$ cat src/rtl/imem_dmem_arbiter.sv
// Arbiter sharing one single-port synchronous SRAM between instruction fetch and load/store.
// Data has fixed priority; a streak limit bounds how long a pending fetch can be starved.
module imem_dmem_arbiter #(
  parameter int ADDR_W       = 12,
  parameter int MAX_D_STREAK = 4
) (
  input  logic              clk_i,
  input  logic              rst_i,
  input  logic              if_req_i,
  input  logic [31:0]       if_addr_i,
  input  logic              if_flush_i,
  output logic              if_gnt_o,
  output logic              if_rvalid_o,
  output logic [31:0]       if_rdata_o,
  input  logic              d_req_i,
  input  logic              d_we_i,
  input  logic [3:0]        d_be_i,
  input  logic [31:0]       d_addr_i,
  input  logic [31:0]       d_wdata_i,
  output logic              d_gnt_o,
  output logic              d_rvalid_o,
  output logic [31:0]       d_rdata_o,
  output logic              mem_en_o,
  output logic              mem_we_o,
  output logic [3:0]        mem_be_o,
  output logic [ADDR_W-1:0] mem_addr_o,
  output logic [31:0]       mem_wdata_o,
  input  logic [31:0]       mem_rdata_i
);

  localparam int STREAK_W = $clog2(MAX_D_STREAK + 1);
  localparam logic [STREAK_W-1:0] STREAK_MAX = STREAK_W'(MAX_D_STREAK);

  typedef enum logic [1:0] {
    GNT_NONE,
    GNT_IF,
    GNT_D
  } gnt_e;

  gnt_e                gnt;
  logic                ifv;
  logic [STREAK_W-1:0] streak_q, streak_d;
  logic                rsp_if_q, rsp_if_d;
  logic                rsp_d_q, rsp_d_d;
  logic                rsp_dwe_q, rsp_dwe_d;

  // Only the word-address bits reach the SRAM; byte offset and upper bits are ignored.
  logic unused_addr_bits;
  assign unused_addr_bits = ^{if_addr_i[31:ADDR_W+2], if_addr_i[1:0],
                              d_addr_i[31:ADDR_W+2], d_addr_i[1:0]};

  // NOTE: every signal gets a default before any branch so no path leaves it unassigned (no latch).
  always_comb begin
    ifv = if_req_i & ~if_flush_i;
    gnt = GNT_NONE;
    if (!rst_i) begin
      gnt = GNT_NONE;
    end else if (d_req_i && !(ifv && (streak_q == STREAK_MAX))) begin
      gnt = GNT_D;
    end else if (ifv) begin
      gnt = GNT_IF;
    end
  end

  always_comb begin
    if_gnt_o    = (gnt == GNT_IF);
    d_gnt_o     = (gnt == GNT_D);
    mem_en_o    = 1'b0;
    mem_we_o    = 1'b0;
    mem_be_o    = 4'h0;
    mem_addr_o  = '0;
    mem_wdata_o = '0;
    unique case (gnt)
      GNT_D: begin
        mem_en_o    = 1'b1;
        mem_we_o    = d_we_i;
        mem_be_o    = d_we_i ? d_be_i : 4'hF;
        mem_addr_o  = d_addr_i[ADDR_W+1:2];
        mem_wdata_o = d_wdata_i;
      end
      GNT_IF: begin
        mem_en_o   = 1'b1;
        mem_be_o   = 4'hF;
        mem_addr_o = if_addr_i[ADDR_W+1:2];
      end
      default: ;
    endcase
  end

  // Streak only counts data grants that actually made a live fetch wait.
  always_comb begin
    streak_d = streak_q;
    if (!ifv || gnt == GNT_IF) begin
      streak_d = '0;
    end else if (gnt == GNT_D && streak_q != STREAK_MAX) begin
      streak_d = streak_q + STREAK_W'(1);
    end
    rsp_if_d  = if_gnt_o;
    rsp_d_d   = d_gnt_o;
    rsp_dwe_d = d_gnt_o & d_we_i;
  end

  // NOTE: reset is sampled on the clock edge, so it sits inside the clocked branch, not the sensitivity list.
  always_ff @(posedge clk_i) begin
    if (!rst_i) begin
      streak_q  <= '0;
      rsp_if_q  <= 1'b0;
      rsp_d_q   <= 1'b0;
      rsp_dwe_q <= 1'b0;
    end else begin
      streak_q  <= streak_d;
      rsp_if_q  <= rsp_if_d;
      rsp_d_q   <= rsp_d_d;
      rsp_dwe_q <= rsp_dwe_d;
    end
  end

  // A redirect in the response cycle discards the fetched word.
  always_comb begin
    if_rvalid_o = rsp_if_q & ~if_flush_i;
    d_rvalid_o  = rsp_d_q;
    if_rdata_o  = if_rvalid_o ? mem_rdata_i : 32'h0;
    d_rdata_o   = (rsp_d_q & ~rsp_dwe_q) ? mem_rdata_i : 32'h0;
  end

endmodule

$ cat config.mk
export PLATFORM = sky130hd
export DESIGN_NAME = imem_dmem_arbiter
export DESIGN_NICKNAME = d
export VERILOG_FILES = /design/src/rtl/imem_dmem_arbiter.sv
export SDC_FILE = /design/constraint.sdc
export NUM_CORES = 1
export LEC_CHECK = 0
export ABC_AREA = 1
export BUFFER_PORTS_ARGS = -buffer_cell sky130_fd_sc_hd__clkbuf_2
export CORE_AREA = 10 10 91 93
export DETAILED_ROUTE_END_ITERATION = 7
export DIE_AREA = 0 0 101 103
export GPL_TIMING_DRIVEN = 0
export PLACE_DENSITY = 0.64
export SLEW_MARGIN = 20
export SYNTH_ARGS = -nofsm -noshare
export SYNTH_HDL_FRONTEND = slang
export SYNTH_SLANG_ARGS = --single-unit
$ cat constraint.sdc
create_clock -name clk_i -period 2.5 [get_ports clk_i]
set_input_delay 0.375 -clock clk_i [delete_from_list [all_inputs] [get_ports clk_i]]
set_output_delay 0.375 -clock clk_i [all_outputs]
set_load 0.005 [all_outputs]
# After elaboration in Yosys (flattened, before gate mapping)
# Cells that the tools add are included.
# W data, S select, Z words.
# word_totals
wordCells	35
reg_bits	6
inputBits	138
# classes
n_bitwise	7
eq_ne	4
reduce_logical	8
n_mux	11
add_sub_neg	1
# op_table
cell	n
$mux W32	3
$pmux W12 S2	1
$pmux W4 S2	1
$and A1 B1 Y1	4
$mux W2	2
$mux W4	1
$reduce_or A2 Y1	2
$add A3 B1 Y3 const B	1
$eq A3 B3 Y1 const B	1
$logic_and A1 B1 Y1	3
$mux W1	3
$ne A3 B3 Y1 const B	1
$not A1 Y1	3
$eq A2 B1 Y1 const B	1
$eq A2 B2 Y1 const B	1
$logic_not A1 Y1	2
$logic_or A1 B1 Y1	1

# Longest topological paths before layout
# depth
word_depth	10
depth_mapped	10
ltp_nobuf	10

# Least setup slack after synthesis
# OpenSTA, ideal clock, no wires.
# synth_timing
path_type	register -> output
startpoint	register streak_q[0]
endpoint	output port mem_addr_o[0]
required_time_ps	2125
stages_incl_launch_ff	10
arrival_time_ps	1589
path_slack_ps	536
cell_sequence	dfxtp_1 inv_1 ha_1 nand2_1 o21ai_0 nor2_1 ha_1 buf_2 buf_4 a21oi_1
# synth_between
elab_chain_len	8
# synth_rtl
item	line_no	rtl
start, declared	42	logic [STREAK_W-1:0] streak_q, streak_d;
start signal, assigned	111	streak_q <= streak_d;
$eq A3 B3 Y1 (*)	58	end else if (d_req_i && !(ifv && (streak_q == STREAK_MAX))) begin
$logic_and A1 B1 Y1 (*)	58	
$logic_not A1 Y1 (*)	58	
$logic_and A1 B1 Y1 (*)	58	
$mux W2 (*)	58	
$mux W2 (*)	56	if (!rst_i) begin
$eq A2 B1 Y1 / $eq A2 B2 Y1 (equally long branches)	73	unique case (gnt)
$pmux W12 S2 (*)	73	
end, declared	26	output logic [ADDR_W-1:0] mem_addr_o,
# Mark *: on every way between the ends. The rest lies on a longest branch, timed or not.

# Worst setup path after layout
# layout_timing
startpoint	register streak_q[1]
endpoint	output port mem_be_o[0]
# layout_between
elab_chain_len	8
# layout_rtl
item	line_no	rtl
$eq A3 B3 Y1 (*)	58	
$logic_and A1 B1 Y1 (*)	58	
$logic_not A1 Y1 (*)	58	
$logic_and A1 B1 Y1 (*)	58	
$mux W2 (*)	58	
$mux W2 (*)	56	
$eq A2 B1 Y1 / $eq A2 B2 Y1 (equally long branches)	73	
$pmux W4 S2 (*)	73	
end, declared	25	output logic [3:0] mem_be_o,
# Marks and branches as above.

==> run_results.csv <==
group,metric,value,unit
status,status,"complete, no violations",
timing,fin_tns_setup,0,ns
synth,seq_area_frac_synth,0.0951,
detailed_routing,count_of_vias_placed_by_the_detailed_router,2279,
worst_setup_path,critical_path.startpoint_type,"flip-flop",
timing,fin_skew,0.00146,ns
timing,slew_headroom,0.833,
global_routing,maximum_number_of_pins_on_one_net_before_global_route_repair,11,
detailed_routing,final_routed_drc_violation_total,0,
clock_network,numCtsBuffers,3,
detailed_routing,average_wire_per_standard_cell,12.3,um
power,ir_worst_vdd,0.130,mV
detailed_routing,detailedRoute.firstIterationViolations,24,
worst_setup_path,critical-path-max-stage-delay,0.33,ns
power,power.leakage,0.00196,uW
worst_setup_path,criticalPathCategory,"reg -> out",
die,coreArea,6570,sq um
synth,yosysUniqueCellTypes,17,
synth,register_bit_count_reported_by_yosys,6,
timing,final_period_minus_worst_setup_slack,2.34,ns
synth,synth.cell_area,1260,sq um
clock_network,htree_levels,1,
detailed_routing,detail_route.vias_per_cell,3.98,
timing,tightest_slew,0.250,ns
finish,synthToLayoutAreaGrowth,107,%
die,initial_utilization,0.192,
worst_setup_path,critical_path_required,2.12,ns
finish,final_cells,572,
worst_setup_path,crit_path_cell_trace,"inv_1 > ha_4 > nand2_4 > o21ai_0 > nor2_1 > ha_2 > buf_8 > buf_8 > o21ai_1 > a21oi_2 > buf_2",
worst_setup_path,cp_common_cell,"sky130_fd_sc_hd__buf_8",
timing,endpoints_failing_hold,0,
finish,fin_nets,637,
clock_network,cts_num_sinks,6,
worst_setup_path,worst-path-max-fanout,6,
finish,fillers,729,
placed_design,dp_hpwl,6.36,mm
clock_network,cts_buffer_depth,2,
finish,design_area,2620,sq um
placed_design,final_weighted_congestion_in_routability_driven_placement,0.753,
finish,final_layout_size_suffix_gt1_frac,0.520,
global_routing,antenna_violations_before_repair,0,
timing,final.period_utilization,0.938,
timing,finalSetupViolations,0,
placed_design,postPlaceCellArea,2440,sq um
placed_design,dpl.cell_count,564,
clock_network,worst_skew_pair.late_latency,0.22,ns
placed_design,place.port_buffers,215,
die,die_y,103,um
synth,synth_cells,269,
global_routing,groute.usage.overall,0.115,
timing,timing.fmax,426,MHz
global_routing,grt_pass1_wl,9.99,mm
synth,ys.warnings.count,0,
timing,setup_repair_after_global_routing_missed_its_margin,"false",
power,power.density_cell_area,192,nW/um^2
job,cap_viol_max_count,0,
die,die_w,101,um
die,ioPinCount,256,
worst_setup_path,critical_path_buf_inv_count,4,
worst_setup_path,critical_path.slowest_cell,"sky130_fd_sc_hd__dfxtp_2",
detailed_routing,drt_first_pass_iters,4,
detailed_routing,postRouteWirelength,7.03,mm
clock_network,clk_pin_slew_worst_paths,0.03,ns
finish,insertedDiodeCount,0,
die,number_of_placement_rows,30,
clock_network,cts_root_buffer,"sky130_fd_sc_hd__clkbuf_8",
die,die_area,10400,sq um
global_routing,grt.overflow.total,0,
clock_network,hold_buffers,0,
worst_setup_path,arrival,1.97,ns
global_routing,number_of_global_route_vias_before_repair,2150,
worst_setup_path,critPathTopFamily,"buffers and inverters",
timing,finalMaxSlewViolations,0,
worst_hold_path,holdCritPathClass,"in -> reg",
clock_network,tritoncts_clock_tree,"yes",
detailed_routing,route.antenna.remaining_nets,0,
synth,mappedNetlistNets,412,
worst_setup_path,setup.worst_path.end_class,"output port",
synth,post_synth.cell_area_avg,4.69,sq um
## final timing paths
check / from / to / slack [ns] / cells past startpoint
hold / removal: rst_i / rsp_if_q / 0.44 / 3
setup reg to reg: streak_q[1] / streak_q[2] / 0.76 / 11
hold reg to reg: streak_q[0] / streak_q[0] / 0.48 / 2
setup / recovery: streak_q[1] / mem_be_o[0] / 0.16 / 11
## through the flow
stage	power (uW)	worst slack, ns	util	hold WS [ns]
finish	501	0.155	0.398	0.439
global route	545	0.0108	0.398	0.467
CTS	491	0.0304	0.378	0.443
detailed placement	343	0.184	0.371	0.480
global placement	340	0.237	0.371	0.467
floorplan	201	0.536	-	0.456
## synthesized netlist by cell type (all sizes together)
library cell | instances | area, sq um
a21oi | 19 | 118
ha | 5 | 62.6
a21o | 1 | 7.51
nand2 | 68 | 255
nor2 | 67 | 251
o211ai | 1 | 7.51
inv | 78 | 293
o21ai | 5 | 25.0
dfxtp | 6 | 120
nand3 | 2 | 10.0
nand4 | 2 | 12.5
buf | 15 | 100
## state kept, by name, summed over array words and instances (netlist names)
name / cells
streak_q: 3
rsp_if_q: 1
rsp_dwe_q: 1
d_rvalid_o: 1
## cell families after synthesis
group | Yosys count | share of synthesized area
flip-flops | 6 | 0.0951
buffers and inverters | 93 | 0.311
AND/OR/NAND/NOR | 139 | 0.419
AO/OA/AOI/OAI | 26 | 0.125
adder cells (fa/ha/maj) | 5 | 0.0496
## worst reg2reg max path: stages, from the launching register on
cell and delay [ns]:
sky130_fd_sc_hd__dfxtp_2 0.32, sky130_fd_sc_hd__inv_1 0.08, sky130_fd_sc_hd__ha_4 0.15, sky130_fd_sc_hd__nand2_4 0.07, sky130_fd_sc_hd__o21ai_0 0.17, sky130_fd_sc_hd__nor2_1 0.07
sky130_fd_sc_hd__ha_2 0.22, sky130_fd_sc_hd__clkbuf_16 0.16, sky130_fd_sc_hd__buf_4 0.13, sky130_fd_sc_hd__a21o_1 0.16, sky130_fd_sc_hd__nand2_1 0.05, sky130_fd_sc_hd__nor2_1 0.04
## timing repair
action / CTS / global route
endpoints found under the hold margin: 0 / 0
cloned: 0 / 2
buffers inserted: 0 / 3
pin swaps: 0 / 5
endpoints found under the setup margin: 2 / 47
resized for setup: 2 / 20
## layer usage
metal | GRT usage | wire (um) | up-vias | share of wire
met1 | 0.103 | 2170 | 944 | 0.31
met4 | 0.0322 | 68 | 0 | 0.0097
met2 | 0.214 | 3630 | 134 | 0.52
met5 | 0 | 0 | - | 0
li1 | - | - | 1196 | -
met3 | 0.0670 | 1170 | 5 | 0.17
## power breakdown
group          switching (uW)  total, uW  internal, uW
registers               0.775       98.8          98.0
clock network            39.1        142           103
logic                     126        260           134
## layout make-up
cell class              instances  area, sq um  area share
plain buffers                  15          116      0.0445
repair buffers                220         1150       0.439
multi-input cells             170          793       0.303
inverters                      78          293       0.112
clock buffers                   3         41.3      0.0158
flip-flops and latches          6          123      0.0469
well taps                      80          100      0.0383
## layout by cell type (no fill, tap or decap), types with 3 or more instances in the layout
cell type | Yosys | layout
sky130_fd_sc_hd__a21oi_1 | 13 | 8
sky130_fd_sc_hd__a21oi_2 | 6 | 11
sky130_fd_sc_hd__buf_2 | 11 | 10
sky130_fd_sc_hd__buf_4 | 1 | 5
sky130_fd_sc_hd__buf_8 | 1 | 3
sky130_fd_sc_hd__clkbuf_2 | 0 | 214
sky130_fd_sc_hd__clkbuf_8 | 0 | 3
sky130_fd_sc_hd__dfxtp_1 | 6 | 4
sky130_fd_sc_hd__inv_1 | 78 | 77
sky130_fd_sc_hd__nand2_1 | 68 | 67
sky130_fd_sc_hd__nor2_1 | 67 | 67
sky130_fd_sc_hd__o21ai_1 | 4 | 4
No activity file was read; power rests on OpenSTA's default activity.
